$ cat config.mk
export PLATFORM = sky130hd
export DESIGN_NAME = sequenciador_writeback
export DESIGN_NICKNAME = d
export VERILOG_FILES = /design/src/rtl/pacote_controle_pkg.sv /design/src/rtl/contador_timeout.sv /design/src/rtl/sequenciador_writeback.sv
export SDC_FILE = /design/constraint.sdc
export NUM_CORES = 1
export LEC_CHECK = 0
export ABC_AREA = 1
export CAP_MARGIN = 10
export CELL_PAD_IN_SITES_DETAIL_PLACEMENT = 1
export CELL_PAD_IN_SITES_GLOBAL_PLACEMENT = 1
export CORE_MARGIN = 1
export CORE_UTILIZATION = 42
export CTS_BUF_LIST = sky130_fd_sc_hd__clkbuf_8
export DETAILED_ROUTE_END_ITERATION = 8
export GPL_TIMING_DRIVEN = 0
export HOLD_SLACK_MARGIN = 0.05
export PLACE_DENSITY = 0.92
export SYNTH_ARGS = -nofsm -noshare
export SYNTH_HDL_FRONTEND = slang
export SYNTH_SLANG_ARGS = --single-unit
$ cat constraint.sdc
create_clock -name clk -period 3.55 [get_ports clk]
set_clock_uncertainty 0.05 [all_clocks]
set_input_delay 0.71 -clock clk [delete_from_list [all_inputs] [get_ports clk]]
set_output_delay 0.71 -clock clk [all_outputs]
set_load 0.02 [all_outputs]
$ cat src/rtl/pacote_controle_pkg.sv
// Shared types and constants for the writeback sequencer: instruction classes,
// FSM states and result-mux select codes.
package pacote_controle_pkg;

    typedef enum logic [1:0] {
        CL_ULA   = 2'b00,
        CL_LOAD  = 2'b01,
        CL_JAL   = 2'b10,
        CL_STORE = 2'b11
    } classe_t;

    typedef enum logic [1:0] {
        IDLE,
        EXEC,
        MEM_WAIT,
        WB
    } estado_t;

    localparam logic [1:0] SEL_ULA = 2'b00;
    localparam logic [1:0] SEL_MD  = 2'b01;
    localparam logic [1:0] SEL_PC  = 2'b10;

    // STORE has no result to write back, so it parks the mux on the ULA input.
    function automatic logic [1:0] sel_da_classe(classe_t c);
        case (c)
            CL_LOAD: return SEL_MD;
            CL_JAL:  return SEL_PC;
            default: return SEL_ULA;
        endcase
    endfunction

endpackage

$ cat src/rtl/contador_timeout.sv
// Cycle counter for the MEM_WAIT timeout: synchronous clear, count enable,
// saturates instead of wrapping, flags the last allowed waiting cycle.
module contador_timeout #(
    parameter int TIMEOUT_CICLOS = 15
) (
    input  logic clk,
    input  logic rst_n,
    input  logic clear,
    input  logic enable,
    output logic terminal
);

    localparam int CW = $clog2(TIMEOUT_CICLOS + 1);

    logic [CW-1:0] contagem;

    // NOTE: sequential state uses non-blocking assignments so every flop samples
    // pre-edge values regardless of block ordering.
    always_ff @(posedge clk or negedge rst_n) begin
        if (!rst_n) begin
            contagem <= '0;
        end else if (clear) begin
            contagem <= '0;
        end else if (enable && (contagem != CW'(TIMEOUT_CICLOS))) begin
            contagem <= contagem + 1'b1;
        end
    end

    assign terminal = (contagem == CW'(TIMEOUT_CICLOS - 1));

endmodule

$ cat src/rtl/sequenciador_writeback.sv
// Writeback sequencer: accepts one decoded instruction per handshake, runs the
// data-memory handshake with timeout and owns the writeback write-enables.
module sequenciador_writeback
    import pacote_controle_pkg::*;
#(
    parameter int TIMEOUT_CICLOS = 15,
    parameter int REG_ADDR_W     = 3
) (
    input  logic                  clk,
    input  logic                  rst_n,
    input  logic                  instr_valid,
    output logic                  instr_ready,
    input  logic [1:0]            instr_classe,
    input  logic [REG_ADDR_W-1:0] instr_rd,
    output logic                  md_req,
    output logic                  md_we,
    input  logic                  md_ack,
    output logic [1:0]            sel_resultado,
    output logic                  br_we,
    output logic [REG_ADDR_W-1:0] br_end,
    output logic                  pc_we,
    output logic                  erro_timeout
);

    estado_t estado;
    classe_t classe;
    classe_t classe_nova;
    logic    transfer;
    logic    fim_espera;

    assign classe_nova = classe_t'(instr_classe);
    assign transfer    = instr_valid & instr_ready;

    contador_timeout #(.TIMEOUT_CICLOS(TIMEOUT_CICLOS)) u_contador (
        .clk      (clk),
        .rst_n    (rst_n),
        .clear    (transfer),
        .enable   (estado == MEM_WAIT),
        .terminal (fim_espera)
    );

    always_ff @(posedge clk or negedge rst_n) begin
        if (!rst_n) begin
            estado        <= IDLE;
            classe        <= CL_ULA;
            instr_ready   <= 1'b1;
            md_req        <= 1'b0;
            md_we         <= 1'b0;
            sel_resultado <= SEL_ULA;
            br_we         <= 1'b0;
            br_end        <= '0;
            pc_we         <= 1'b0;
            erro_timeout  <= 1'b0;
        end else begin
            // Write enables and the error flag are single-cycle pulses.
            br_we        <= 1'b0;
            pc_we        <= 1'b0;
            erro_timeout <= 1'b0;

            case (estado)
                IDLE: begin
                    if (transfer) begin
                        classe        <= classe_nova;
                        br_end        <= instr_rd;
                        sel_resultado <= sel_da_classe(classe_nova);
                        instr_ready   <= 1'b0;
                        case (classe_nova)
                            CL_ULA: estado <= EXEC;
                            CL_JAL: begin
                                estado <= WB;
                                br_we  <= 1'b1;
                                pc_we  <= 1'b1;
                            end
                            CL_LOAD, CL_STORE: begin
                                estado <= MEM_WAIT;
                                md_req <= 1'b1;
                                md_we  <= (classe_nova == CL_STORE);
                            end
                        endcase
                    end
                end

                EXEC: begin
                    estado <= WB;
                    br_we  <= 1'b1;
                    pc_we  <= 1'b1;
                end

                // An ack on the last allowed cycle still completes the access.
                MEM_WAIT: begin
                    if (md_ack) begin
                        estado <= WB;
                        md_req <= 1'b0;
                        md_we  <= 1'b0;
                        br_we  <= (classe != CL_STORE);
                        pc_we  <= 1'b1;
                    end else if (fim_espera) begin
                        estado       <= IDLE;
                        md_req       <= 1'b0;
                        md_we        <= 1'b0;
                        pc_we        <= 1'b1;
                        erro_timeout <= 1'b1;
                        instr_ready  <= 1'b1;
                    end
                end

                WB: begin
                    estado      <= IDLE;
                    instr_ready <= 1'b1;
                end
            endcase
        end
    end

endmodule

==> results of run 1 <==
-- power by group through the flow --
stage / Combinational (mW) / Sequential [mW] / Clock, mW
after global placement: 0.515 / 0.373 / 0
after detailed placement: 0.551 / 0.383 / 0
after global routing: 0.620 / 0.392 / 0.161
after CTS: 0.562 / 0.380 / 0.154
final: 0.556 / 0.379 / 0.155
after floorplan: 0.298 / 0.426 / 0
-- cell families after synthesis --
logic type	after synthesis	share of synthesized area [%]
simple gates	71	33.05
compound gates	10	5.073
xor+xnor	1	0.8665
fa+ha+maj	7	8.663
flops	19	47.15
buf+inv	13	5.198
-- flip-flops by register name, indices dropped and copies added (netlist names) --
signal and flops:
br_end 3, br_we 1, classe 2, erro_timeout 1
estado 2, instr_ready 1, md_req 1, md_we 1
pc_we 1, sel_resultado 2, u_contador.contagem 4
-- layout make-up --
cell class	count	share of cell area [%]
Sequential cell	19	37.17
Inverter	12	3.512
Clock buffer	3	3.220
Multi-Input combinational cell	89	37.56
Clock inverter	1	0.3902
Buffer	1	0.5854
Tap cell	28	2.732
Timing Repair Buffer	19	14.83
-- metal layers --
| metal | global-route usage (%) | up-vias |
|---|---|---|
| met5 | 0 | - |
| li1 | - | 436 |
| met3 | 2.976 | 9 |
| met2 | 39.91 | 19 |
| met4 | 11.11 | 0 |
| met1 | 26.89 | 443 |
-- how the worst max path moves through the flow --
| stage | cells after the start | endpoint | slack, ns | startpoint |
|---|---|---|---|---|
| floorplan | 0 | instr_ready | 2.18 | instr_ready |
| global placement | 6 | md_we | 1.60 | instr_valid |
| detailed placement | 6 | md_we | 1.54 | instr_valid |
| CTS | 1 | instr_ready | 1.33 | instr_ready |
| global route | 1 | instr_ready | 1.30 | instr_ready |
| finish | 1 | instr_ready | 1.33 | instr_ready |
-- stage by stage --
| stage | setup WS, ns | total power [mW] | hold WS (ns) | util (%) | area (um2) |
|---|---|---|---|---|---|
| 6_report | 1.329 | 1.090 | 0.4304 | 57.42 | 1282 |
| 5_1_grt | 1.300 | 1.173 | 0.4745 | 57.42 | 1282 |
| 3_3_place_gp | 1.601 | 0.8883 | 0.4077 | 55.35 | 1236 |
| 2_1_floorplan | 2.182 | 0.7243 | 0.3644 | - | 1011 |
| 3_5_place_dp | 1.543 | 0.9344 | 0.4178 | 55.35 | 1236 |
| 4_1_cts | 1.328 | 1.097 | 0.4377 | 57.42 | 1282 |
-- placed cells by master, fill, tap and decap left out, types with 2 or more instances in the layout --
master and instances:
sky130_fd_sc_hd__nand2_1 42, sky130_fd_sc_hd__clkdlybuf4s50_1 19, sky130_fd_sc_hd__dfrtp_1 18, sky130_fd_sc_hd__nand3_1 10, sky130_fd_sc_hd__inv_1 9, sky130_fd_sc_hd__ha_1 7, sky130_fd_sc_hd__nand4_1 5, sky130_fd_sc_hd__nor2_1 4
sky130_fd_sc_hd__inv_2 3, sky130_fd_sc_hd__a21oi_1 3, sky130_fd_sc_hd__nand2_2 3, sky130_fd_sc_hd__o21ai_1 3, sky130_fd_sc_hd__o21ai_0 3, sky130_fd_sc_hd__clkbuf_8 3, sky130_fd_sc_hd__nand3_2 2
==> reports/qor.tcl, run 1 <==
set qor(worstReg2RegStart) {estado[0]}
set qor(grt_pass1_wl_um) 4340
set qor(h-tree-depth) 1
set qor(rrSetupSlack_ns) 1.97
set qor(cp_slowest_cell) {sky130_fd_sc_hd__clkdlybuf4s50_1}
set qor(worst_hold_path_type) {reg2reg}
set qor(drt.antenna.violating_nets) 0
set qor(routed_wl_um) 2471
set qor(die_h_um) 51.06
set qor(floorplan.die_area_um2) 2607
set qor(timing.final.crit_share_pct) 62.55
set qor(hold_path_depth) 2
set qor(rr_endpoint) {md_we}
set qor(drt-vias-per-instance) 5.273
set qor(cts_num_sinks) 19
set qor(cp-start-kind) {flop}
set qor(num-fill-cells) 290
set qor(placeableCoreArea_um2) 2233
set qor(yosys_register_bits) 19
set qor(start_util_pct) 45.27
set qor(power.density_nw_per_um2) 849.8
set qor(tritoncts) {yes}
set qor(gp_congestion) 0.7705
set qor(critPathKind) {reg2out}
set qor(post-route-drc-count) 0
set qor(cellLeakagePower_nw) 0.6454
set qor(cp.arrival_ns) 1.46
set qor(synthDistinctLibCells) 22
set qor(post-synth-top-count-cell) {sky130_fd_sc_hd__nand2_1}
set qor(min_period_ns) 2.221
set qor(sum_of_overflow_across_all_layers_after_global_routing) 0
set qor(sequential_cell_area_um2) 476.7
set qor(number_of_setup_violations_in_the_final_report) 0
set qor(final_sum_of_negative_setup_slack_ns) 0
set qor(dpl.cell_count) 168
set qor(timing.hold.worst_endpoint) {sel_resultado[1]}
set qor(synth-async-reset-ratio_pct) 100.0
set qor(synth_area_leader_cell) {sky130_fd_sc_hd__dfrtp_1}
set qor(numPortBuffers) 19
set qor(crit_fanout) 4
set qor(final_net_count) 161
set qor(fmax_mhz) 450.3
set qor(postSynthCellCount) 121
set qor(r2r.worst_path.cells) 7
set qor(critical_path.n_buffers_inverters) 1
set qor(cts_buffers) 3
set qor(post_synthesis_net_count) 137
set qor(path_cells) {clkdlybuf4s50_1}
set qor(maxcap_violations) 0
set qor(clock_path_buffers) 2
set qor(worst_slew_margin_relative_to_its_limit_pct) 42.92
set qor(ys_seq_area_share_pct) 47.15
set qor(netSwitchingPower_mw) 0.4800
set qor(flow.area_growth_from_synthesis_pct) 26.86
set qor(sequentialPowerShare_pct) 34.8
set qor(setup_fix_buffers_added_after_clock_tree_synthesis) 0
set qor(dr.pass1.iters) 4
set qor(cts-hold-fix-buffers) 0
set qor(number_of_rows_created_at_floorplan) 17
set qor(clk_transition_reported_paths_ns) 0.07
set qor(root_buffer) {sky130_fd_sc_hd__clkbuf_8}
set qor(path_delay_family) {buffers and inverters}
set qor(die_width_um) 51.06
set qor(pin_count_of_the_biggest_net_entering_global_routing) 20
set qor(number_of_warnings_issued_by_yosys) 0
set qor(final_layout_size_suffix_gt1_share_pct) 11.81
set qor(synthesis.area_per_instance_um2) 8.355
set qor(timing_worst_slew_pin_value_ns) 0.8536
set qor(post_synth_edffs) 0
set qor(met3_length_um) 75
set qor(internal-power_mw) 0.6099
set qor(via_count_of_the_first_global_routing_pass) 999
set qor(clk-insertion-delay-late_ns) 0.26
set qor(report.final.hold_viol_count) 0
set qor(antenna_violations_before_repair) 0
set qor(combPwrFrac_pct) 51.0
set qor(timing.critical_path.slowest_cell_delay_ns) 0.61
set qor(dp_hpwl_um) 1854
set qor(report.final.slew_viol_count) 0
set qor(layout.cells.non_filler) 172
set qor(grt.total_usage_pct) 22.69
set qor(mappedNetlistArea_um2) 1011
set qor(power_switching_share_pct) 44.04
set qor(critical_path.endpoint_type) {output pin}
set qor(wl_met1_um) 1020
set qor(maxUsedRoutingLayer) {met4}
set qor(insertedDiodeCount) 0
set qor(p_clk_share_pct) 14.2
set qor(ys.flop_type) {sky130_fd_sc_hd__dfrtp_1}
set qor(outcome) {completed}
set qor(multi_input_area_um2) 481.7
set qor(rsz0062_at_grt) {no}
set qor(min-delay-start) {sel_resultado[1]}
set qor(synth_top_cells_by_area) {sky130_fd_sc_hd__dfrtp_1 45%, sky130_fd_sc_hd__nand2_1 16%, sky130_fd_sc_hd__ha_1 8.7%}
set qor(synth_top_cells_by_count) {42 x sky130_fd_sc_hd__nand2_1, 18 x sky130_fd_sc_hd__dfrtp_1, 10 x sky130_fd_sc_hd__nand3_1}
set qor(routed-via-count) 907
set qor(dr.first_iter.drc_count) 14
set qor(synth_top_area_share_pct) 44.55
set qor(io_pins) 20
set qor(detail_route.wl_per_cell_um) 14.37
set qor(ctsResizeCount) 0
set qor(routed-wl-met2_um) 1324
set qor(worst_ir_drop_vdd_mv) 0.4362
set qor(worst-endpoint-required_ns) 2.79
Power figures use the tool's default switching activity.
==> run 2: changes to the inputs <==
- CORE_UTILIZATION: 42 -> 35
- PLACE_DENSITY: 0.92 -> 0.83
- clock period: 3.55 -> 2 ns (I/O delays scaled with it)
==> reports/qor.tcl, run 2 (synthesized netlist as in run 1, its figures left out) <==
set qor(gp_congestion) 0.7591 ;# was 0.7705
set qor(path_delay_family) {buffers and inverters} ;# unchanged
set qor(dp_hpwl_um) 1808 ;# was 1854 um
set qor(setup_fix_buffers_added_after_clock_tree_synthesis) 0 ;# unchanged
set qor(pin_count_of_the_biggest_net_entering_global_routing) 20 ;# unchanged
set qor(cp-start-kind) {flop} ;# unchanged
set qor(routed_wl_um) 2331 ;# was 2471 um
set qor(number_of_rows_created_at_floorplan) 19 ;# was 17
set qor(number_of_setup_violations_in_the_final_report) 0 ;# unchanged
set qor(clk_transition_reported_paths_ns) 0.06 ;# was 0.07 ns
set qor(postLayoutCoreUtil_pct) 46.60 ;# was 57.42%
set qor(critical_path.n_buffers_inverters) 1 ;# unchanged
set qor(critPathKind) {reg2out} ;# unchanged
set qor(layout_setup_ws_ns) 0.1055 ;# was 1.329 ns
set qor(mostFrequentLayoutCell) {sky130_fd_sc_hd__nand2_1} ;# unchanged
set qor(grt_pass1_wl_um) 4167 ;# was 4340 um
set qor(h-tree-depth) 1 ;# unchanged
set qor(cellLeakagePower_nw) 0.6468 ;# was 0.6454 nW
set qor(via_count_of_the_first_global_routing_pass) 953 ;# was 999
set qor(dpl_worst_slack_ns) 0.3494 ;# was 1.543 ns
set qor(grt.total_usage_pct) 16.89 ;# was 22.69%
set qor(timing_worst_slew_pin_value_ns) 0.8926 ;# was 0.8536 ns
set qor(tritoncts) {yes} ;# unchanged
set qor(final_layout_size_suffix_gt1_share_pct) 11.11 ;# was 11.81%
set qor(power.density_nw_per_um2) 1477 ;# was 849.8 nW/um2
set qor(maxcap_violations) 0 ;# unchanged
set qor(dr.first_iter.drc_count) 17 ;# was 14
set qor(die_h_um) 55.75 ;# was 51.06 um
set qor(worst_ir_drop_vdd_mv) 0.7459 ;# was 0.4362 mV
set qor(routed-via-count) 875 ;# was 907
set qor(die_width_um) 55.75 ;# was 51.06 um
set qor(antenna_violations_before_repair) 0 ;# unchanged
set qor(flow.area_growth_from_synthesis_pct) 27.10 ;# was 26.86%
set qor(floorplan.die_area_um2) 3108 ;# was 2607 um2
set qor(placeableCoreArea_um2) 2758 ;# was 2233 um2
set qor(cp_slowest_cell) {sky130_fd_sc_hd__clkdlybuf4s50_1} ;# unchanged
set qor(timing.final.crit_share_pct) 94.72
set qor(crit_fanout) 4 ;# unchanged
set qor(clk-insertion-delay-late_ns) 0.25 ;# was 0.26 ns
set qor(drt.antenna.violating_nets) 0 ;# unchanged
set qor(worst_hold_path_type) {reg2reg} ;# unchanged
set qor(layout.cells.non_filler) 175 ;# was 172
set qor(outcome) {completed} ;# unchanged
set qor(path_cells) {clkdlybuf4s50_1} ;# unchanged
set qor(io_pins) 20 ;# unchanged
set qor(final_net_count) 161 ;# unchanged
set qor(worst-endpoint-required_ns) 1.55 ;# was 2.79 ns
set qor(clock_path_buffers) 2 ;# unchanged
set qor(min_period_ns) 1.894
set qor(post-route-drc-count) 0 ;# unchanged
set qor(cts_buffers) 3 ;# unchanged
set qor(drt-vias-per-instance) 5.000 ;# was 5.273
set qor(worst_slew_margin_relative_to_its_limit_pct) 40.31 ;# was 42.92%
set qor(numPortBuffers) 19 ;# unchanged
set qor(critical_path.endpoint_type) {output pin} ;# unchanged
set qor(sum_of_overflow_across_all_layers_after_global_routing) 0 ;# unchanged
set qor(dpl.cell_count) 171 ;# was 168
set qor(max_flop_register) {u_contador.contagem} ;# unchanged
set qor(num-fill-cells) 346 ;# was 290
set qor(cts_num_sinks) 19 ;# unchanged
set qor(dr.pass1.iters) 4 ;# unchanged
set qor(biggestRegsByFlops) {u_contador.contagem (4), br_end (3)} ;# unchanged
set qor(final_sum_of_negative_setup_slack_ns) 0 ;# unchanged
set qor(final_cell_mix) {42 x sky130_fd_sc_hd__nand2_1, 19 x sky130_fd_sc_hd__clkdlybuf4s50_1, 18 x sky130_fd_sc_hd__dfrtp_1} ;# unchanged
set qor(ctsResizeCount) 0 ;# unchanged
set qor(fmax_mhz) 527.9
set qor(largest_register_ff_count) 4 ;# unchanged
set qor(report.final.hold_viol_count) 0 ;# unchanged
set qor(start_util_pct) 36.66 ;# was 45.27%
set qor(timing.critical_path.slowest_cell_delay_ns) 0.61 ;# about the same
set qor(detail_route.wl_per_cell_um) 13.32 ;# was 14.37 um
set qor(rsz0062_at_grt) {no} ;# unchanged
set qor(insertedDiodeCount) 0 ;# unchanged
set qor(cp.arrival_ns) 1.44 ;# was 1.46 ns
set qor(hold_slack_ns) 0.4357 ;# was 0.4304 ns
set qor(cts-hold-fix-buffers) 0 ;# unchanged
set qor(report.final.slew_viol_count) 0 ;# unchanged
set qor(root_buffer) {sky130_fd_sc_hd__clkbuf_8} ;# unchanged
run 2: cell types whose count changed in the layout (fill, tap and decap cells not counted):
cell / before / now
sky130_fd_sc_hd__clkinv_2: 1 / 0
sky130_fd_sc_hd__inv_1: 9 / 10
run 2: final cells by class:
cell class,instances,area (um2),share of cell area (%)
inverters,12,45.04,3.505
clock inverters,1,3.754,0.2921
multi-input cells,89,481.7,37.49
repair buffers,19,190.2,14.80
well taps,31,38.79,3.019
plain buffers,1,7.507,0.5842
flip-flops and latches,19,476.7,37.10
clock buffers,3,41.29,3.213
run 2: metrics by stage:
step | power (mW) | area [um2]
after floorplan | 1.286 | 1011
after global placement | 1.577 | 1240
after detailed placement | 1.646 | 1240
after CTS | 1.925 | 1285
after global routing | 2.069 | 1285
final | 1.898 | 1285
run 2: worst reg2reg max path: stages, from the launching register on:
cell and delay [ns]:
sky130_fd_sc_hd__dfrtp_1 0.43, sky130_fd_sc_hd__inv_1 0.13, sky130_fd_sc_hd__ha_1 0.17, sky130_fd_sc_hd__buf_4 0.16, sky130_fd_sc_hd__inv_2 0.07, sky130_fd_sc_hd__o21ai_1 0.21, sky130_fd_sc_hd__nand3_1 0.13, sky130_fd_sc_hd__nand2_1 0.07
sky130_fd_sc_hd__nand2_1 0.05
run 2: worst paths after layout:
kind,slack [ns],from,end,cells after the start
worst max-delay path,0.11,instr_ready,instr_ready,1
worst min-delay path,0.44,sel_resultado[1],sel_resultado[1],2
worst max register to register,0.44,estado[0],md_req,8
worst min register to register,0.44,sel_resultado[1],sel_resultado[1],2
max in group asynchronous,0.75,rst_n,u_contador.contagem[3],1
min in group asynchronous,0.60,rst_n,classe[1],1
run 2: metal layers:
layer / up-vias / global-route usage, % / routed length [um]
li1: 436 / - / -
met1: 424 / 21.28 / 1145
met2: 15 / 29.26 / 1098
met3: 0 / 5.116 / 87
met4: 0 / 2.143 / 0
met5: - / 0 / 0
run 2: report_power, final:
part | internal, mW | total [mW] | switching [mW]
Sequential | 0.544 | 0.669 | 0.125
Combinational | 0.400 | 0.971 | 0.571
Clock | 0.136 | 0.258 | 0.121
Total | 1.08 | 1.90 | 0.818
==> run 3: changes to the inputs <==
- RECOVER_POWER: unset -> 25
==> reports/qor.tcl, run 3 (synthesized netlist as in run 1, its figures left out) <==
set qor(finish.instance_area_um2) 1281 ;# was 1285 um2
set qor(routed-via-count) 876 ;# was 875
set qor(fmax_mhz) 527.8 ;# was 527.9 MHz
set qor(detail_route.wl_per_cell_um) 13.33 ;# was 13.32 um
set qor(io_pins) 20 ;# unchanged
set qor(layout.cells.non_filler) 175 ;# unchanged
set qor(min-delay-start) {sel_resultado[1]} ;# unchanged
set qor(gp_congestion) 0.7591 ;# unchanged
set qor(maxcap_violations) 0 ;# unchanged
set qor(root_buffer) {sky130_fd_sc_hd__clkbuf_8} ;# unchanged
set qor(cts_num_sinks) 19 ;# unchanged
set qor(die_h_um) 55.75 ;# unchanged
set qor(drt-vias-per-instance) 5.006 ;# was 5.000
set qor(max_flop_register) {u_contador.contagem} ;# unchanged
set qor(outcome) {completed} ;# unchanged
set qor(pin_count_of_the_biggest_net_entering_global_routing) 20 ;# unchanged
set qor(cp.arrival_ns) 1.44 ;# about the same
set qor(insertedDiodeCount) 0 ;# unchanged
set qor(dp_hpwl_um) 1808 ;# unchanged
set qor(mostFrequentLayoutCell) {sky130_fd_sc_hd__nand2_1} ;# unchanged
set qor(placeableCoreArea_um2) 2758 ;# unchanged
set qor(floorplan.die_area_um2) 3108 ;# unchanged
set qor(start_util_pct) 36.66 ;# unchanged
set qor(critical_path.endpoint_type) {output pin} ;# unchanged
set qor(final_cell_mix) {42 x sky130_fd_sc_hd__nand2_1, 18 x sky130_fd_sc_hd__dfrtp_1, 18 x sky130_fd_sc_hd__clkdlybuf4s50_1} ;# was 42 x sky130_fd_sc_hd__nand2_1, 19 x sky130_fd_sc_hd__clkdlybuf4s50_1, 18 x sky130_fd_sc_hd__dfrtp_1
set qor(critPathLaunch) {instr_ready} ;# unchanged
set qor(number_of_rows_created_at_floorplan) 19 ;# unchanged
set qor(grt.total_usage_pct) 16.89 ;# unchanged
set qor(timing.final.crit_share_pct) 94.73 ;# was 94.72%
set qor(cp_slowest_cell) {sky130_fd_sc_hd__clkdlybuf4s50_1} ;# unchanged
set qor(worst_ir_drop_vdd_mv) 0.7481 ;# was 0.7459 mV
set qor(report.final.hold_viol_count) 0 ;# unchanged
set qor(grt_pass1_wl_um) 4167 ;# unchanged
set qor(timing_worst_slew_pin_value_ns) 0.9019 ;# was 0.8926 ns
set qor(clk_transition_reported_paths_ns) 0.06 ;# about the same
set qor(setup_fix_buffers_added_after_clock_tree_synthesis) 0 ;# unchanged
set qor(postLayoutCoreUtil_pct) 46.46 ;# was 46.60%
set qor(antenna_violations_before_repair) 0 ;# unchanged
set qor(biggestRegsByFlops) {u_contador.contagem (4), br_end (3)} ;# unchanged
set qor(ctsResizeCount) 0 ;# unchanged
set qor(critPathKind) {reg2out} ;# unchanged
set qor(dpl-instance-area_um2) 1240 ;# unchanged
set qor(tritoncts) {yes} ;# unchanged
set qor(sum_of_overflow_across_all_layers_after_global_routing) 0 ;# unchanged
set qor(critical_path.n_buffers_inverters) 1 ;# unchanged
set qor(rsz0062_at_grt) {no} ;# unchanged
set qor(clk-insertion-delay-late_ns) 0.25 ;# about the same
set qor(cp-start-kind) {flop} ;# unchanged
set qor(drt.antenna.violating_nets) 0 ;# unchanged
set qor(largest_register_ff_count) 4 ;# unchanged
set qor(h-tree-depth) 1 ;# unchanged
set qor(worst_slew_margin_relative_to_its_limit_pct) 39.67 ;# was 40.31%
set qor(worst-endpoint-required_ns) 1.55 ;# about the same
set qor(post-route-drc-count) 0 ;# unchanged
set qor(min_period_ns) 1.895 ;# was 1.894 ns
set qor(cts-hold-fix-buffers) 0 ;# unchanged
set qor(path_cells) {clkdlybuf4s50_1} ;# unchanged
set qor(dr.first_iter.drc_count) 17 ;# unchanged
set qor(final_net_count) 161 ;# unchanged
set qor(final_sum_of_negative_setup_slack_ns) 0 ;# unchanged
set qor(clock_path_buffers) 2 ;# unchanged
set qor(hold_slack_ns) 0.4357 ;# about the same
set qor(power.density_nw_per_um2) 1474 ;# was 1477 nW/um2
set qor(cts_buffers) 3 ;# unchanged
set qor(dpl.cell_count) 171 ;# unchanged
set qor(flow.area_growth_from_synthesis_pct) 26.73 ;# was 27.10%
set qor(timing.critical_path.slowest_cell_delay_ns) 0.61 ;# about the same
set qor(numPortBuffers) 19 ;# unchanged
set qor(worstReg2RegStart) {estado[0]} ;# unchanged
set qor(crit_fanout) 4 ;# unchanged
set qor(final_layout_size_suffix_gt1_share_pct) 10.42 ;# was 11.11%
set qor(routed_wl_um) 2333 ;# was 2331 um
set qor(via_count_of_the_first_global_routing_pass) 953 ;# unchanged
set qor(number_of_setup_violations_in_the_final_report) 0 ;# unchanged
set qor(report.final.slew_viol_count) 0 ;# unchanged
set qor(die_width_um) 55.75 ;# unchanged
set qor(path_delay_family) {buffers and inverters} ;# unchanged
set qor(dr.pass1.iters) 4 ;# unchanged
set qor(worst_hold_path_type) {reg2reg} ;# unchanged
set qor(cellLeakagePower_nw) 0.6432 ;# was 0.6468 nW
==> run 3: cell count changes in the layout (fill, tap and decap cells not counted), sizes merged <==
| cell | previous run | this run |
|---|---|---|
| dlygate4sd3 | 0 | 1 |
| clkbuf | 3 | 4 |
| buf | 1 | 0 |
| clkdlybuf4s50 | 19 | 18 |
==> run 3: worst reg2reg max path, cell delays in order, from the launching register on <==
cell and delay [ns]:
sky130_fd_sc_hd__dfrtp_1 0.43, sky130_fd_sc_hd__inv_1 0.13, sky130_fd_sc_hd__ha_1 0.17, sky130_fd_sc_hd__clkbuf_1 0.31
sky130_fd_sc_hd__inv_2 0.11, sky130_fd_sc_hd__o21ai_1 0.22, sky130_fd_sc_hd__nand3_1 0.13, sky130_fd_sc_hd__nand2_1 0.07
sky130_fd_sc_hd__nand2_1 0.05
==> run 3: cell type report <==
cell class | instances | area (um2)
clock inverters | 1 | 3.754
plain buffers | 1 | 3.754
flip-flops and latches | 19 | 476.7
well taps | 31 | 38.79
clock buffers | 3 | 41.29
fillers | 347 | 1476
multi-input cells | 89 | 481.7
inverters | 12 | 45.04
repair buffers | 19 | 190.2
==> run 3: final timing paths <==
| check | slack, ns | end | cells after the start |
|---|---|---|---|
| worst max-delay path | 0.11 | instr_ready | 1 |
| worst min-delay path | 0.44 | sel_resultado[1] | 2 |
| worst max register to register | 0.22 | md_req | 8 |
| worst min register to register | 0.44 | sel_resultado[1] | 2 |
| max in group asynchronous | 0.68 | u_contador.contagem[3] | 1 |
| min in group asynchronous | 0.67 | classe[1] | 1 |
==> run 3: stage by stage <==
stage          worst slack [ns]  power, mW
3_3_place_gp             0.3662      1.577
3_5_place_dp             0.3494      1.646
4_1_cts                 0.08951      1.925
6_report                 0.1054      1.888
5_1_grt                 0.05334      2.059
2_1_floorplan            0.6409      1.286
==> run 3: where the power goes <==
group | total [mW] | leakage (nW) | switching [mW] | internal, mW
clock | 0.258 | 0.0269 | 0.121 | 0.136
combinational | 0.962 | 0.374 | 0.572 | 0.390
sequential | 0.669 | 0.242 | 0.125 | 0.544
==> run 3: metal layers <==
layer,GRT usage [%],part of all wire [%],vias up
met5,0,0,-
met4,2.143,0,0
met3,5.116,3.7,0
met2,29.26,47,15
met1,21.28,49,425
li1,-,-,436
